File: config.mk
export PLATFORM = sky130hd
export DESIGN_NAME = rf_wb_arbiter
export DESIGN_NICKNAME = d
export VERILOG_FILES = /design/src/rtl/rf_pkg.sv /design/src/rtl/rf_wb_arbiter_rr_arbiter.sv /design/src/rtl/rf_wb_arbiter.sv
export SDC_FILE = /design/constraint.sdc
export NUM_CORES = 1
export LEC_CHECK = 0
export BUFFER_PORTS_ARGS = -buffer_cell sky130_fd_sc_hd__buf_2
export CAP_MARGIN = 20
export CELL_PAD_IN_SITES_DETAIL_PLACEMENT = 1
export CELL_PAD_IN_SITES_GLOBAL_PLACEMENT = 1
export CORE_MARGIN = 4
export CORE_UTILIZATION = 34
export CTS_CLUSTER_DIAMETER = 150
export DETAILED_ROUTE_END_ITERATION = 10
export PLACE_DENSITY = 0.8
export SYNTH_ARGS = -nofsm -noshare
export SYNTH_HDL_FRONTEND = slang
export SYNTH_SLANG_ARGS = --single-unit
File: constraint.sdc
create_clock -name clock -period 2.19 [get_ports clock]
set_clock_uncertainty 0.2 [all_clocks]
set_input_delay 0.3285 -clock clock [delete_from_list [all_inputs] [get_ports clock]]
set_output_delay 0.3285 -clock clock [all_outputs]
set_load 0.02 [all_outputs]
File: src/rtl/rf_pkg.sv
// Shared register-file definitions used by the writeback arbiter, the
// register file itself and decode.
package rf_pkg;

    localparam int XLEN     = 32;
    localparam int REG_AW   = 5;
    localparam int NUM_REGS = 32;

    typedef logic [REG_AW-1:0] reg_idx_t;

    localparam reg_idx_t REG_ZERO = 5'd0;

    typedef struct packed {
        reg_idx_t          rd;
        logic [XLEN-1:0]   data;
    } wb_req_t;

endpackage

File: src/rtl/rf_wb_arbiter_rr_arbiter.sv
// Round-robin arbiter: the requester at the pointer has highest priority,
// priority then falls off in increasing index order, wrapping around.
module rr_arbiter #(
    parameter int NUM_REQ = 2,
    parameter int PW      = $clog2(NUM_REQ)
) (
    input  logic [NUM_REQ-1:0] valid,
    input  logic [PW-1:0]      ptr,
    output logic [NUM_REQ-1:0] grant,
    output logic [PW-1:0]      grant_idx,
    output logic               grant_valid
);

    // Two passes: indices at or above the pointer first, then the wrapped ones.
    always_comb begin
        grant       = '0;
        grant_idx   = '0;
        grant_valid = 1'b0;
        for (int i = 0; i < NUM_REQ; i++) begin
            if (!grant_valid && valid[i] && (PW'(i) >= ptr)) begin
                grant[i]    = 1'b1;
                grant_idx   = PW'(i);
                grant_valid = 1'b1;
            end
        end
        for (int i = 0; i < NUM_REQ; i++) begin
            if (!grant_valid && valid[i] && (PW'(i) < ptr)) begin
                grant[i]    = 1'b1;
                grant_idx   = PW'(i);
                grant_valid = 1'b1;
            end
        end
    end

endmodule

File: src/rtl/rf_wb_arbiter.sv
// Writeback arbiter: shares the register file's single write port among
// NUM_REQ requesters and tracks pending writes for hazard detection.
module rf_wb_arbiter #(
    parameter int NUM_REQ = 2,
    parameter int XLEN    = rf_pkg::XLEN,
    parameter int REG_AW  = rf_pkg::REG_AW
) (
    input  logic                      clock,
    input  logic                      reset,
    input  logic [NUM_REQ-1:0]        req_valid,
    output logic [NUM_REQ-1:0]        req_ready,
    input  logic [NUM_REQ*REG_AW-1:0] req_rd,
    input  logic [NUM_REQ*XLEN-1:0]   req_data,
    input  logic                      iss_valid,
    input  logic [REG_AW-1:0]         iss_rd,
    output logic                      iss_ready,
    input  logic [REG_AW-1:0]         rs1,
    input  logic [REG_AW-1:0]         rs2,
    output logic                      rs1_busy,
    output logic                      rs2_busy,
    output logic                      rf_regwrite,
    output logic [REG_AW-1:0]         rf_write_reg,
    output logic [XLEN-1:0]           rf_write_data
);
    import rf_pkg::*;

    localparam int PW    = $clog2(NUM_REQ);
    localparam int NREGS = 1 << REG_AW;

    logic [PW-1:0]      ptr;
    logic [NUM_REQ-1:0] grant;
    logic [PW-1:0]      grant_idx;
    logic               grant_valid;
    logic [REG_AW-1:0]  win_rd;
    logic [XLEN-1:0]    win_data;
    logic [NREGS-1:0]   sb;
    logic [NREGS-1:0]   sb_next;
    logic               iss_fire;

    rr_arbiter #(.NUM_REQ(NUM_REQ), .PW(PW)) u_rr (
        .valid       (req_valid),
        .ptr         (ptr),
        .grant       (grant),
        .grant_idx   (grant_idx),
        .grant_valid (grant_valid)
    );

    // Grants are suppressed while reset is held so no handshake can complete.
    always_comb begin
        req_ready = reset ? '0 : grant;
    end

    // Select the winning requester's destination and data from the packed buses.
    always_comb begin
        win_rd   = '0;
        win_data = '0;
        for (int i = 0; i < NUM_REQ; i++) begin
            if (grant[i]) begin
                win_rd   = req_rd[i*REG_AW +: REG_AW];
                win_data = req_data[i*XLEN +: XLEN];
            end
        end
    end

    // Pointer moves just past the most recent winner.
    always_ff @(posedge clock or posedge reset) begin
        if (reset) begin
            ptr <= '0;
        end else if (grant_valid) begin
            ptr <= (grant_idx == PW'(NUM_REQ-1)) ? '0 : grant_idx + 1'b1;
        end
    end

    // Output stage: one-cycle registered write; x0 writes complete but never enable.
    always_ff @(posedge clock or posedge reset) begin
        if (reset) begin
            rf_regwrite   <= 1'b0;
            rf_write_reg  <= '0;
            rf_write_data <= '0;
        end else if (grant_valid) begin
            rf_regwrite   <= (win_rd != '0);
            rf_write_reg  <= win_rd;
            rf_write_data <= win_data;
        end else begin
            rf_regwrite   <= 1'b0;
        end
    end

    assign iss_ready = !((iss_rd != '0) && sb[iss_rd]);
    assign iss_fire  = iss_valid && iss_ready && (iss_rd != '0);
    assign rs1_busy  = sb[rs1];
    assign rs2_busy  = sb[rs2];

    // Commit clears first so a same-edge issue to the same register wins.
    always_comb begin
        sb_next = sb;
        if (rf_regwrite) begin
            sb_next[rf_write_reg] = 1'b0;
        end
        if (iss_fire) begin
            sb_next[iss_rd] = 1'b1;
        end
    end

    // Pending-write scoreboard register.
    always_ff @(posedge clock or posedge reset) begin
        if (reset) begin
            sb <= '0;
        end else begin
            sb <= sb_next;
        end
    end

endmodule
After elaboration in Yosys (flattened, before gate mapping)
Cells that the tools add are included.
Cells by class
  $add $sub $neg: 1
  $lt $le $gt $ge: 10
  mux-type cells: 28
  bitwise logic cells: 3
  reduce and logical (&&, ||, !) cells: 18
Operator list (number)
  $mux W32: 4
  $and A32 B32 Y32: 1
  $not A32 Y32: 1
  $or A32 B32 Y32: 1
  $lt A5 B6 Y1 const B: 4
  $mux W1: 16
  $bmux W1 S5: 3
  $logic_and A1 B1 Y1: 12
  $demux W1 S5: 2
  $ge A5 B1 Y1 const B: 2
  $mux W5: 2
  $reduce_bool A5 Y1: 2
  $logic_not A1 Y1: 4
  $ge A1 B1 Y1 const A: 2
  $lt A1 B1 Y1 const A: 2
  $mux W2: 1
  $add A1 B1 Y1 const B: 1
Storage, ports and cells
  register bits: 71
  bits of input ports: 94
  output and inout port bits: 43
  logic and storage cells: 65

Longest topological paths before layout
Gate-level depths: netlist of run 1.
  depth in word-level cells: 18
  gate-level depth with buffers: 7
  depth with buffers taken out: 5

Modules after synthesis
Synthesis of run 1 repeated with hierarchy kept, for this count alone.
Unflattened totals
  cells, all modules: 390
  area, all modules: 3965.1 um2
Modules (own cells, without submodules)
  rf_wb_arbiter: times used 1, cells an instance 385, area each 3932.5 um2, sequential area each 1776.7 um2
  rr_arbiter: times used 1, cells an instance 5, area each 32.5 um2, sequential area each 0.0 um2

Least setup slack after synthesis of run 1
Ideal clock, no wire load.
  path kind: input -> output
  from: input rs1[0]
  to: output rs1_busy
  arrival time: 1.774 ns
  required time: 1.661 ns
  setup slack: -0.112 ns
  stages: 4
  buffers on the path: 1
  cell sequence: buf_4 -> mux4_2 -> mux4_2 -> mux2_2
Between the ends
  cells in the longest elaborated chain, start to end: 2
RTL lines
  start: declaration: line rf_wb_arbiter.sv:17  | input logic [REG_AW-1:0] rs1,
  $bmux W1 S5: line rf_wb_arbiter.sv:91  | assign rs1_busy = sb[rs1];
  $mux W1 (implied by the code): line rf_wb_arbiter.sv:91
  end: declaration: line rf_wb_arbiter.sv:19  | output logic rs1_busy,
No other way between the ends. The select of a mux whose other input is x is not followed.

Final worst setup path of run 1
  from: register sb[3]
  to: output rs2_busy
Between the ends
  cells in the longest elaborated chain, start to end: 2
RTL lines
  start: declaration: line rf_wb_arbiter.sv:36  | logic [NREGS-1:0] sb;
  start signal: assignment: line rf_wb_arbiter.sv:110  | sb <= sb_next;
  $bmux W1 S5: line rf_wb_arbiter.sv:92  | assign rs2_busy = sb[rs2];
  $mux W1 (implied by the code): line rf_wb_arbiter.sv:92
  end: declaration: line rf_wb_arbiter.sv:20  | output logic rs2_busy,
No other way between the ends. The select of a mux whose other input is x is not followed.

==> results of run 1 <==
==> routing by layer <==
layer | share of wire | vias to the layer above | global-route usage
met1 | 0.39 | 1880 | 0.261
met4 | 0.028 | 0 | 0.0942
met3 | 0.081 | 26 | 0.0714
met5 | 0 | - | 0
met2 | 0.50 | 162 | 0.370
li1 | - | 1733 | -
==> what timing repair did <==
item,in CTS,in global routing
hold buffers,1,0
setup buffers,0,0
resized for setup,13,7
hold endpoints to repair,52,0
pin swaps,1,1
endpoints found under the setup margin,3,3
==> worst reg2reg max path: cells and delay by family (launching register included) <==
family          cells  cell delay [ns]
compound gates      1             0.20
buf+inv             1             0.17
flops               1             0.42
mux                 1             0.50
simple gates        1             0.57
==> power groups by stage <==
stage / sequential [mW] / clock (mW) / combinational (mW)
2_1_floorplan: 2.04 / 0 / 1.05
3_3_place_gp: 2.07 / 0 / 1.93
3_5_place_dp: 2.13 / 0 / 2.03
4_1_cts: 2.12 / 1.63 / 2.11
5_1_grt: 2.18 / 1.69 / 2.32
6_report: 2.15 / 1.59 / 2.13
==> final timing paths <==
check	from	endpoint	slack (ns)	cells past startpoint
setup / recovery	sb[3]	rs2_busy	-0.50	4
hold / removal	req_data[2]	rf_write_data[2]	0.04	3
setup reg to reg	sb[19]	sb[17]	0.05	4
hold reg to reg	rf_write_data[10]	rf_write_data[10]	0.34	2
max in group asynchronous	reset	sb[1]	0.86	4
min in group asynchronous	reset	rf_write_data[24]	0.50	4
==> cell families (layout without fill, tap and decap cells) <==
kind of cell | after synthesis | after routing | share of synthesized area
DFF | 71 | 71 | 0.464
and+or+nand+nor | 119 | 119 | 0.144
muxes | 36 | 36 | 0.180
AOI/OAI and AO/OA | 118 | 118 | 0.174
buffers and inverters | 36 | 203 | 0.0376
==> synth_stat cells, drive strengths merged, types with 2 or more instances <==
cell / n
o21a: 2
inv: 8
nor2b: 2
nand2b: 3
a31oi: 5
nand3: 5
mux4: 26
dfrtp: 71
nor3: 2
buf: 5
nand4: 2
mux2: 3
mux2i: 7
clkbuf: 23
o22ai: 36
nand3b: 9
a21oi: 7
or4: 3
or3b: 2
nand2: 11
nor2: 74
nand4b: 2
or3: 2
o21ai: 63
==> stage by stage <==
step / hold WS (ns) / power (mW)
2_1_floorplan: 0.273 / 3.09
3_3_place_gp: 0.282 / 4.01
3_5_place_dp: 0.299 / 4.16
4_1_cts: 0.0221 / 5.85
5_1_grt: 0.0290 / 6.18
6_report: 0.0358 / 5.86
==> final cells by class <==
type | instances | share of cell area
Clock buffer | 13 | 0.0491
Clock inverter | 3 | 0.0123
Inverter | 8 | 0.00638
Multi-Input combinational cell | 273 | 0.365
Sequential cell | 71 | 0.337
Tap cell | 140 | 0.0331
Timing Repair Buffer | 179 | 0.198
==> flow_metrics.py, run 1 <==
metrics = {
    "cells_and_area": {
        "final_util": 0.484,
        "most-common-layout-cells": "buf_2 (133), nor2_1 (74), dfrtp_1 (66), o21ai_0 (62)",
        "final.fill_count": 1280,
        "layout_commonest_cell": "buf_2",
        "synthToLayoutAreaGrowth_pct": 38.3,
        "finalNetCount": 636,
        "final_area_mm2": 0.00530,
        "fin_cells": 687,
        "multi_input_area_mm2": 0.00193,
        "final-seq-area_mm2": 0.00178,
        "drive_gt1_frac": 0.428,
        "antennaDiodeCount": 0,
    },
    "routing": {
        "ant_nets": 0,
        "vias_per_cell": 5.53,
        "first_pass_iters": 4,
        "vias": 3801,
        "drtIter0Drc": 115,
        "drcViolationCount": 0,
        "wl_um": 14000,
        "detail_route.wl_per_cell_um": 20.4,
    },
    "run_status": {
        "violations": "setup timing",
        "status": "finished with violations",
    },
    "power": {
        "power.density_mw_per_mm2": 1110,
        "sw_frac_of_total": 0.326,
        "power_frac_comb": 0.363,
        "power_switching_mw": 1.91,
        "irDropWorstVdd_v": 0.000459,
        "p_leak_nw": 2.34,
        "clkPwrFrac": 0.272,
        "seqPwrFrac": 0.366,
        "intPower_mw": 3.95,
    },
    "clocking": {
        "clkSinkCount": 71,
        "clk_latency_ns": 0.33,
        "clock_tree.root_cell": "clkbuf_16",
        "cts_buffers": 9,
        "htree_levels": 3,
        "clk_pin_slew_ns": 0.06,
        "cts_tree": "done",
        "ctsLongestPathBuffers": 2,
    },
    "yosys": {
        "ys.warnings.count": 0,
        "synth_edf_count": 0,
        "synth.yosys.seq_area_share": 0.464,
        "netlist_instances": 380,
        "synth_nets": 474,
        "ys_seq_elements": 71,
        "async_reset_ff_frac": 1.00,
        "ys.flop_type": "dfrtp_1",
        "syn_area_mm2": 0.00383,
        "synth.area.top_cells": "dfrtp_1 (46%), mux4_2 (15%), o21ai_0 (8.1%)",
        "yosys.area.top_type": "dfrtp_1",
        "ys_types": 34,
        "syn_avg_cell_area_um2": 10.1,
        "synth_top_area_frac": 0.464,
    },
    "floorplan": {
        "initial_core_util": 0.350,
        "floorplan.die_area_mm2": 0.0130,
        "fp-row-count": 38,
        "dieHeight_um": 114,
        "core-area_mm2": 0.0109,
        "ios": 137,
        "die_x_um": 114,
    },
    "sta": {
        "period_needed_ns": 2.69,
        "setup_viol": 3,
        "tns_ns": -1.33,
        "rsz0062_at_grt": "yes",
        "post-route-period-util": 1.23,
        "tightest_slew_ns": 0.591,
        "slew_viol_final": 0,
        "setup_slack_ns": -0.502,
        "slew_headroom": 0.606,
        "fmax_mhz": 371,
        "hold_viol": 0,
    },
    "worst_setup_path": {
        "arrival_ns": 2.16,
        "cpMaxStageDelayCell": "mux4_2",
        "path_max_fanout": 3,
        "cp.required_ns": 1.66,
        "cpPeakStageDelay_ns": 0.49,
        "path_class": "flop to primary output",
        "path_buf_inv": 1,
        "crit_chain": "mux4_2 -> mux4_2 -> mux2_4 -> buf_6",
        "endpoint_kind": "primary output",
        "critPathMostFrequentCell": "mux4_2",
        "start_kind": "flop",
        "crit_family": "multiplexers",
    },
    "placed_design": {
        "hpwlAfterDp_um": 10900,
        "post_dp_cell_area_mm2": 0.00490,
        "port_buffers": 136,
        "detailedPlace.worstSlack_ns": -0.401,
        "place_congestion": 0.886,
        "dp_cells": 670,
    },
    "global_route": {
        "grt_pass1_wl_um": 22300,
        "track_usage": 0.221,
        "grt_overflow_total": 0,
        "grt_max_degree": 41,
        "grt_pass1_vias": 4301,
        "antenna_found_initial": 0,
    },
    "flow_run": {
        "cap_violations": 0,
    },
    "min_path": {
        "hold_class": "input pin to flop",
    },
}
Note: power is estimated with default switching activity, not from simulation.
==> inputs of run 2 (changes only) <==
--- a/config.mk
+++ b/config.mk
@@ -7,13 +7,11 @@
 export LEC_CHECK = 0
 export BUFFER_PORTS_ARGS = -buffer_cell sky130_fd_sc_hd__buf_2
 export CAP_MARGIN = 20
-export CELL_PAD_IN_SITES_DETAIL_PLACEMENT = 1
-export CELL_PAD_IN_SITES_GLOBAL_PLACEMENT = 1
 export CORE_MARGIN = 4
-export CORE_UTILIZATION = 34
+export CORE_UTILIZATION = 45
 export CTS_CLUSTER_DIAMETER = 150
 export DETAILED_ROUTE_END_ITERATION = 10
-export PLACE_DENSITY = 0.8
+export PLACE_DENSITY = 0.79
 export SYNTH_ARGS = -nofsm -noshare
 export SYNTH_HDL_FRONTEND = slang
 export SYNTH_SLANG_ARGS = --single-unit
==> flow_metrics.py, run 2 (synthesized netlist as in run 1, its figures left out) <==
metrics = {
    "sta": {
        "period_needed_ns": 2.69,
        "setup_slack_ns": -0.503,
        "rsz0062_at_grt": "yes",
        "holdWs_ns": 0.0129,
        "post-route-period-util": 1.23,
        "tightest_slew_ns": 0.580,
        "hold_viol": 0,
        "slew_headroom": 0.614,
        "fmax_mhz": 371,
        "slew_viol_final": 0,
        "setup_viol": 3,
    },
    "cells_and_area": {
        "drive_gt1_frac": 0.407,
        "most-common-layout-cells": "buf_2 (133), nor2_1 (74), dfrtp_1 (71), o21ai_0 (62), o22ai_1 (36)",
        "final_area_mm2": 0.00520,
        "layout_commonest_cell": "buf_2",
        "final_util": 0.630,
        "finalNetCount": 635,
        "synthToLayoutAreaGrowth_pct": 35.8,
        "antennaDiodeCount": 0,
    },
    "run_status": {
        "violations": "setup timing",
        "status": "finished with violations",
    },
    "routing": {
        "first_pass_iters": 5,
        "wl_um": 12000,
        "ant_nets": 0,
        "drcViolationCount": 0,
        "vias": 3853,
        "detail_route.wl_per_cell_um": 18.4,
        "vias_per_cell": 5.92,
        "drtIter0Drc": 190,
    },
    "global_route": {
        "antenna_found_initial": 0,
        "grt_max_degree": 63,
        "track_usage": 0.245,
        "grt_pass1_wl_um": 19600,
        "grt_pass1_vias": 4002,
        "grt_overflow_total": 0,
    },
    "worst_setup_path": {
        "path_class": "flop to primary output",
        "worstReg2RegStart": "sb[19]",
        "crit_family": "multiplexers",
        "arrival_ns": 2.16,
        "reg2reg_slack_ns": 0.09,
        "start_kind": "flop",
        "cpMaxStageDelayCell": "mux4_2",
        "path_buf_inv": 1,
        "cpPeakStageDelay_ns": 0.51,
        "endpoint_kind": "primary output",
        "worstReg2RegEnd": "sb[17]",
        "cp.required_ns": 1.66,
        "path_max_fanout": 3,
        "cp.depth": 4,
        "crit_chain": "mux4_2 -> mux4_2 -> mux2_4 -> buf_6",
        "critPathMostFrequentCell": "mux4_2",
        "reg2regPathDepth": 4,
    },
    "power": {
        "intPower_mw": 3.60,
        "power_frac_comb": 0.370,
        "sw_frac_of_total": 0.331,
        "power.density_mw_per_mm2": 1030,
        "clkPwrFrac": 0.245,
        "irDropWorstVdd_v": 0.000486,
        "p_leak_nw": 2.32,
        "seqPwrFrac": 0.385,
        "power_switching_mw": 1.78,
    },
    "floorplan": {
        "ios": 137,
        "die_x_um": 100,
        "initial_core_util": 0.464,
        "dieHeight_um": 100,
        "core-area_mm2": 0.00826,
        "floorplan.die_area_mm2": 0.0100,
        "fp-row-count": 33,
    },
    "placed_design": {
        "place_congestion": 0.923,
        "post_dp_cell_area_mm2": 0.00481,
        "port_buffers": 136,
        "hpwlAfterDp_um": 8940,
    },
    "min_path": {
        "hold_class": "input pin to flop",
        "hold_depth": 3,
        "holdPathEnd": "rf_write_data[9]",
        "hold_start": "req_data[9]",
    },
    "clocking": {
        "clk_pin_slew_ns": 0.08,
        "cts_buffers": 9,
        "cts_tree": "done",
        "clock_tree.root_cell": "clkbuf_8",
        "htree_levels": 3,
        "clkSinkCount": 71,
        "ctsLongestPathBuffers": 2,
        "clk_latency_ns": 0.35,
    },
    "flow_run": {
        "cap_violations": 0,
    },
}
## run 2: cell types whose count changed in the layout (fill, tap and decap cells not counted), sizes merged
cell	previous run	this run
buf	178	170
bufinv	2	3
clkbuf	13	10
clkinv	1	2
dlygate4sd3	1	8
inv	7	8
## run 2: power by group through the flow
stage	Sequential (mW)	Clock, mW	Combinational, mW
floorplan	2.04	0	1.05
global placement	2.05	0	1.78
detailed placement	2.07	0	1.87
CTS	2.05	1.34	1.96
global route	2.11	1.40	2.17
finish	2.07	1.32	1.99
## run 2: what timing repair did
item | CTS | global route
resized for setup | 9 | 3
endpoints found under the hold margin | 16 | 0
setup endpoints to repair | 3 | 3
gates cloned | 0 | 0
pin swaps | 3 | 1
buffers inserted | 1 | 0
hold buffers | 8 | 0
## run 2: routing by layer
metal / global-route usage / routed length, µm / share of wire
met5: 0 / 0 / 0
met4: 0.112 / 454 / 0.038
met3: 0.0674 / 1170 / 0.098
met2: 0.389 / 5710 / 0.48
met1: 0.314 / 4670 / 0.39
## run 2: through the flow
stage | setup TNS, ns | worst slack (ns) | std cells | power, mW
after floorplan | -0.0485 | -0.0242 | 380 | 3.09
after detailed placement | -0.932 | -0.406 | 626 | 3.94
after global routing | -1.51 | -0.534 | 651 | 5.68
after global placement | -0.771 | -0.342 | 626 | 3.83
final | -1.35 | -0.503 | 651 | 5.38
after CTS | -1.31 | -0.491 | 651 | 5.36
## run 2: worst max path at each step
stage / end / slack (ns) / from
after floorplan: rs1_busy / -0.02 / rs1[0]
after global placement: rs1_busy / -0.34 / rs1[0]
after detailed placement: rs1_busy / -0.41 / rs1[0]
after CTS: rs1_busy / -0.49 / sb[15]
after global routing: rs2_busy / -0.53 / sb[29]
final: rs1_busy / -0.50 / sb[7]
## run 2: layout make-up
class	instances	area, µm²
Fill cell	658	3060
Clock buffer	10	138
Sequential cell	71	1780
Timing Repair Buffer	178	1070
Multi-Input combinational cell	273	1930
Tap cell	105	131
Clock inverter	6	116
Inverter	8	33.8
## run 2: worst reg2reg max path: stages (launching register included)
cell,delay [ns]
dfrtp_1,0.40
buf_4,0.14
mux4_2,0.50
or4b_1,0.57
o21ai_0,0.20
